File: config.mk
export PLATFORM = sky130hd
export DESIGN_NAME = samples_decimate
export DESIGN_NICKNAME = d
export VERILOG_FILES = /design/src/rtl/samples_decimate.sv
export SDC_FILE = /design/constraint.sdc
export NUM_CORES = 1
export LEC_CHECK = 0
export BUFFER_PORTS_ARGS = -buffer_cell sky130_fd_sc_hd__buf_4
export CAP_MARGIN = 10
export CORE_AREA = 4 4 54 56
export DETAILED_ROUTE_END_ITERATION = 6
export DIE_AREA = 0 0 58 60
export PLACE_DENSITY = 0.74
export SYNTH_ARGS = -nofsm -noshare
export SYNTH_HDL_FRONTEND = slang
export SYNTH_SLANG_ARGS = --single-unit
export TNS_END_PERCENT = 5
File: constraint.sdc
create_clock -name clk -period 1.8 [get_ports clk]
set_input_delay 0.36 -clock clk [delete_from_list [all_inputs] [get_ports clk]]
set_output_delay 0.36 -clock clk [all_outputs]
set_load 0.01 [all_outputs]
File: src/rtl/samples_decimate.sv
// samples_decimate: receive-side symbol decimator.
// Tracks symbol phase with a modulo-RATIO counter that is realigned by sym_sync
// and emits one value per symbol on a one-cycle data_valid strobe.
// Optional build macro SAMPLES_DECIMATE_AVG_EN selects integrate-and-dump
// (average of the RATIO samples of each symbol) instead of point sampling.
module samples_decimate #(
    parameter  int WIDTH = 16,
    parameter  int RATIO = 8,
    parameter  int PHASE = 0,
    localparam int CW    = $clog2(RATIO)
) (
    input  logic             clk,
    input  logic             rst,
    input  logic [WIDTH-1:0] sample_in,
    input  logic             sample_valid,
    input  logic             sym_sync,
    input  logic [CW-1:0]    phase_sel,
    output logic [WIDTH-1:0] data_out,
    output logic             data_valid,
    output logic             locked
);

    typedef enum logic {
        SEARCH,
        TRACK
    } state_t;

    localparam logic [CW-1:0] LAST_PHASE = CW'(RATIO - 1);

    state_t         state_q, state_d;
    logic [CW-1:0]  cnt_q, cnt_d;
    logic [CW-1:0]  phase_q, phase_d;
    logic [CW-1:0]  cur_phase;   // phase of the current sample within its symbol
    logic           take;        // current sample belongs to a tracked symbol
    logic           capture;     // current sample produces a strobe
    logic [WIDTH-1:0] cap_value;

    // State, phase counter and selected phase register.
    always_ff @(posedge clk) begin
        // NOTE: sequential state uses non-blocking assignments so every register
        // samples the pre-edge values, independent of statement order.
        if (rst) begin
            state_q <= SEARCH;
            cnt_q   <= '0;
            phase_q <= CW'(PHASE);
        end else begin
            state_q <= state_d;
            cnt_q   <= cnt_d;
            phase_q <= phase_d;
        end
    end

    // Next-state logic: phase bookkeeping and capture decision for the current sample.
    always_comb begin
        // NOTE: every output of this block gets a default first so no path
        // leaves a variable unassigned, which would infer a latch.
        state_d   = state_q;
        cnt_d     = cnt_q;
        phase_d   = phase_q;
        cur_phase = '0;
        take      = 1'b0;
        if (sample_valid) begin
            if (sym_sync) begin
                // Sync wins in either state, even over the phase RATIO-1 sample.
                state_d   = TRACK;
                cnt_d     = CW'(1);
                phase_d   = phase_sel;
                cur_phase = '0;
                take      = 1'b1;
            end else if (state_q == TRACK) begin
                cur_phase = cnt_q;
                take      = 1'b1;
                cnt_d     = cnt_q + CW'(1);   // power-of-two RATIO wraps naturally
                if (cnt_q == LAST_PHASE) begin
                    // Reload only at the symbol boundary: one strobe per symbol.
                    phase_d = phase_sel;
                end
            end
        end
    end

`ifdef SAMPLES_DECIMATE_AVG_EN
    localparam int AW = WIDTH + CW;

    logic signed [AW-1:0] acc_q;
    logic signed [AW-1:0] sample_ext;
    logic signed [AW-1:0] acc_sum;
    logic signed [AW-1:0] acc_shift;

    assign sample_ext = AW'($signed(sample_in));
    assign acc_sum    = acc_q + sample_ext;
    assign acc_shift  = acc_sum >>> CW;       // floor division by RATIO
    assign cap_value  = acc_shift[WIDTH-1:0];
    assign capture    = take && (cur_phase == LAST_PHASE);

    // Integrator: phase 0 (including a sync sample) restarts the running sum.
    always_ff @(posedge clk) begin
        if (rst) begin
            acc_q <= '0;
        end else if (take) begin
            acc_q <= (cur_phase == '0) ? sample_ext : acc_sum;
        end
    end
`else
    assign cap_value = sample_in;
    // A sync sample compares against the freshly requested phase.
    assign capture   = take && (cur_phase == ((sample_valid && sym_sync) ? phase_sel : phase_q));
`endif

    // Output register and one-cycle strobe.
    always_ff @(posedge clk) begin
        if (rst) begin
            data_out   <= '0;
            data_valid <= 1'b0;
        end else begin
            data_valid <= capture;
            if (capture) begin
                data_out <= cap_value;
            end
        end
    end

    assign locked = (state_q == TRACK);

endmodule
## Word level (Yosys, flattened, before mapping)

Cells that the tools add are included.

| word-level totals | value |
|---|---|
| register bits after elaboration | 24 |
| output and inout bits | 18 |
| logic and storage cells | 27 |

| cells by class | value |
|---|---|
| add/sub/neg operators | 1 |
| equality and inequality tests | 2 |
| muxes and demuxes | 12 |
| reduce and logical (&&, ||, !) cells | 7 |

Operators with widths:

| kind | number |
|---|---|
| two-way mux 3 bit | 9 |
| AND reduction 2 bit | 2 |
| nonzero test 2 bit | 2 |
| adder 3 x 1 -> 3 bit, second input constant | 1 |
| equality test 3 bit | 1 |
| equality test 3 bit, second input constant | 1 |
| two-way mux 1 bit | 3 |
| AND reduction 3 bit | 1 |
| logical AND 1 bit | 2 |

## Depth between registers and ports, before layout

| logic depth | value |
|---|---|
| depth after elaboration | 5 |
| mapped depth | 7 |
| gate-level depth less buffers | 6 |

## Worst setup path after synthesis

OpenSTA, ideal clock, no wires.

| path | value |
|---|---|
| path type | in2reg |
| start | in sample_valid |
| end | reg data_out[10] |
| arrival | 1.214 ns |
| required time | 1.728 ns |
| path slack | 0.514 ns |
| cell stages on the path | 7 |
| path buffers | 3 |
| cells stage by stage | buf_6 > nand2_2 > nor2_2 > a31oi_1 > buf_6 > buf_12 > mux2i_1 |

| between the ends | value |
|---|---|
| cells in the longest elaborated chain, start to end | 4 |

RTL lines:

| item | line | source |
|---|---|---|
| start, declared | 15 | `input logic sample_valid,` |
| logical AND 1 bit | 107 | `assign capture = take && (cur_phase == ((sample_valid && sym_sync) ? phase_sel : phase_q));` |
| two-way mux 3 bit | 107 |  |
| equality test 3 bit | 107 |  |
| logical AND 1 bit * | 107 |  |
| end signal, assigned | 118 | `data_out <= cap_value;` |
| end, declared | 18 | `output logic [WIDTH-1:0] data_out,` |

Every way passes the cells marked *; elsewhere a longest branch is shown, timed or not.
A chain may end at the register's enable or synchronous reset.

## Worst setup path in the final report

| path | value |
|---|---|
| start | reg cnt_q[2] |
| end | reg data_out[15] |

| between the ends | value |
|---|---|
| cells in the longest elaborated chain, start to end | 5 |

RTL lines:

| item | line | source |
|---|---|---|
| start, declared | 31 | `logic [CW-1:0] cnt_q, cnt_d;` |
| start signal, assigned | 48 | `cnt_q <= cnt_d;` |
| two-way mux 3 bit | 70 | `end else if (state_q == TRACK) begin` |
| two-way mux 3 bit | 63 | `if (sym_sync) begin` |
| two-way mux 3 bit | 62 | `if (sample_valid) begin` |
| equality test 3 bit | 107 |  |
| logical AND 1 bit | 107 |  |

Every way passes these cells.

==> flow_summary.ini <==
[run_status]
status = complete, no violations

[cts]
hold_buffers = 0
cts_buffers = 3
cts_setup_buffers = 0
cts.clk_slew.worst_paths_ns = 0.13
cts_root_buffer = clkbuf_4
cts.path.max_buffers = 2
cts_tree = yes
cts_resized = 0
cts-htree-levels = 1
cts_sinks = 24
clock_latency_ns = 0.32

[global_routing]
grt_pass1_vias = 817
grt_overflow_total = 0
grt_usage = 0.135
antenna_found_initial = 0
grt_pass1_wl_mm = 3.52
grt_max_degree = 41

[detailed_routing]
wl_met1_um = 884
firstDrtPassIters = 4
num_vias = 847
wl_mm = 2.13
dr_wl_met3_um = 127
route.detailed.drc = 0
ant_nets = 0
highest_layer = met4
routedWlPerCell_um = 11.9
drt-initial-drc-count = 11
wl_met2_mm = 1.03
via_per_inst = 4.73

[pwr]
ir_worst_vdd_mv = 0.421
power_density_nw_per_um2 = 691
power.leakage_nw = 0.717

[timing]
max_freq_mhz = 714
max-slew-margin-rel = 0.771
drv_slew = 0
min_period_ns = 1.40
fin_crit_sh = 0.778
rsz0062_at_grt = no
setup_violations = 0
max_slew.worst_pin.slew_ns = 0.341
hold_viol = 0
tns_ns = 0
fin_skew_ns = 0.00664

[logic_synthesis]
synth_top_area_frac = 0.439
synth_cell_types = 22
avgSynthCellArea_sq_um = 9.85
synthesis.instances = 111
synthTopCellsByArea = dfxtp_1 44%, nand2b_1 18%, mux2i_1 15%
synth_top_area_cell = dfxtp_1
yosysSeqAreaShare = 0.439
syn-num-nets = 136
yosysWarnings = 0
netlist_area_sq_um = 1090
synth_seq_cells = 24

[hold_path]
min_from = sample_in[12]
hold_depth = 3
whs_endpoint = data_out[12]
hold_class = in -> reg

[cells_and_area]
fin_nets = 175
syn_to_final_growth_pct = 29.9
fin_util = 0.584
layout-drive-gt1-share = 0.329
n_antenna_cell = 0

[setup_path]
cp_max_fo = 17
critPathTopFamily = flip-flops
crit_buf_inv = 1
critPathCaptureType = flip-flop
start_kind = flip-flop
worstSetupPathType = reg -> reg
worst_path_max_delay_cell = dfxtp_1
critPathMaxStageDelay_ns = 0.40
timing.rr.start = cnt_q[2]
startpoint = cnt_q[2]
crit_arrival_ns = 1.66
crit_chain = xor2_1 > nor2_1 > a31oi_2 > buf_4 > mux2i_1
reg2reg_depth = 5
worstReg2RegEnd = data_out[15]
r2r_slack_ns = 0.40
crit_required_ns = 2.06

[floorplanning]
std_cell_rows = 18
coreArea_sq_um = 2430
die-width_um = 58
fp.dieH_um = 60
ios = 41
fp.dieArea_sq_um = 3480
start_util = 0.450

[place]
routabilityCongestion = 0.758
dpl.hpwl_mm = 1.59
io_buffer_count = 40

[flow_run]
cap_violations = 0
-- placed cells by master, fill, tap and decap left out, drive strengths merged, types with 2 or more instances in the layout --
master,synthesis,routed
buf,4,41
nand2,6,6
nand2b,32,32
clkbuf,3,4
nand3,3,3
dfxtp,24,24
ha,2,2
nor2,7,7
xor2,2,2
a21oi,4,4
mux2i,16,16
a22oi,2,2
-- metrics by stage --
| stage | hold slack (ns) | power (mW) | cells | area [sq um] | setup slack [ns] |
|---|---|---|---|---|---|
| final | 0.283 | 0.981 | 179 | 1420 | 0.400 |
| after global routing | 0.273 | 1.04 | 179 | 1420 | 0.275 |
| after CTS | 0.271 | 1.00 | 179 | 1420 | 0.392 |
| after detailed placement | 0.466 | 0.711 | 175 | 1380 | 0.379 |
| after global placement | 0.462 | 0.706 | 175 | 1380 | 0.422 |
| after floorplan | 0.447 | 0.650 | 111 | 1090 | 0.514 |
-- cell families (layout without fill, tap and decap cells) --
family | count (synthesis) | after routing | synth area share
adder cells (fa/ha/maj) | 2 | 2 | 0.0229
buffers and inverters | 7 | 45 | 0.0561
AO/OA/AOI/OAI | 9 | 9 | 0.0492
AND/OR/NAND/NOR | 49 | 49 | 0.252
XOR/XNOR | 3 | 3 | 0.0240
multiplexers | 17 | 17 | 0.157
flip-flops | 24 | 24 | 0.439
-- state kept, by name, summed over array words and instances (netlist names) --
signal,flops
data_out,16
data_valid,1
cnt_q,3
phase_q,3
locked,1
-- per-layer routing --
layer | track usage | vias to the layer above
li1 | - | 441
met1 | 0.144 | 371
met2 | 0.227 | 28
met3 | 0.0281 | 7
met4 | 0.113 | 0
met5 | 0 | -
-- cells in the mapped netlist (all sizes together) --
cell type and number:
nand3 3, nand2 6, dfxtp 24, nor4 1, nand2b 32, xor2 2
buf 4, mux2i 16, a21oi 4, a21o 1, mux2 1, ha 2
xnor2 1, clkbuf 3, a22oi 2, a31oi 1, nor2 7, o21ai 1
-- worst max path at each step --
stage	endpoint	slack [ns]	depth (start not counted)
after floorplan	data_out[10]	0.51	7
after global placement	data_out[12]	0.42	5
after detailed placement	data_out[15]	0.38	6
after CTS	data_out[15]	0.39	5
after global routing	data_out[15]	0.28	5
final	data_out[15]	0.40	5
-- power breakdown --
group / internal [mW] / switching (mW)
sequential: 0.548 / 0.0115
clock: 0.124 / 0.159
combinational: 0.0811 / 0.0570
-- final cells by class --
cell class | count | area (sq um)
fillers | 214 | 1010
well taps | 30 | 37.5
multi-input cells | 80 | 558
clock buffers | 4 | 36.3
repair buffers | 41 | 308
flip-flops and latches | 24 | 480
-- worst min-delay path, cell delays in order --
cell and delay, ns:
buf_4 0.11, nand2b_1 0.05, mux2i_1 0.05
Power figures use the tool's default switching activity.
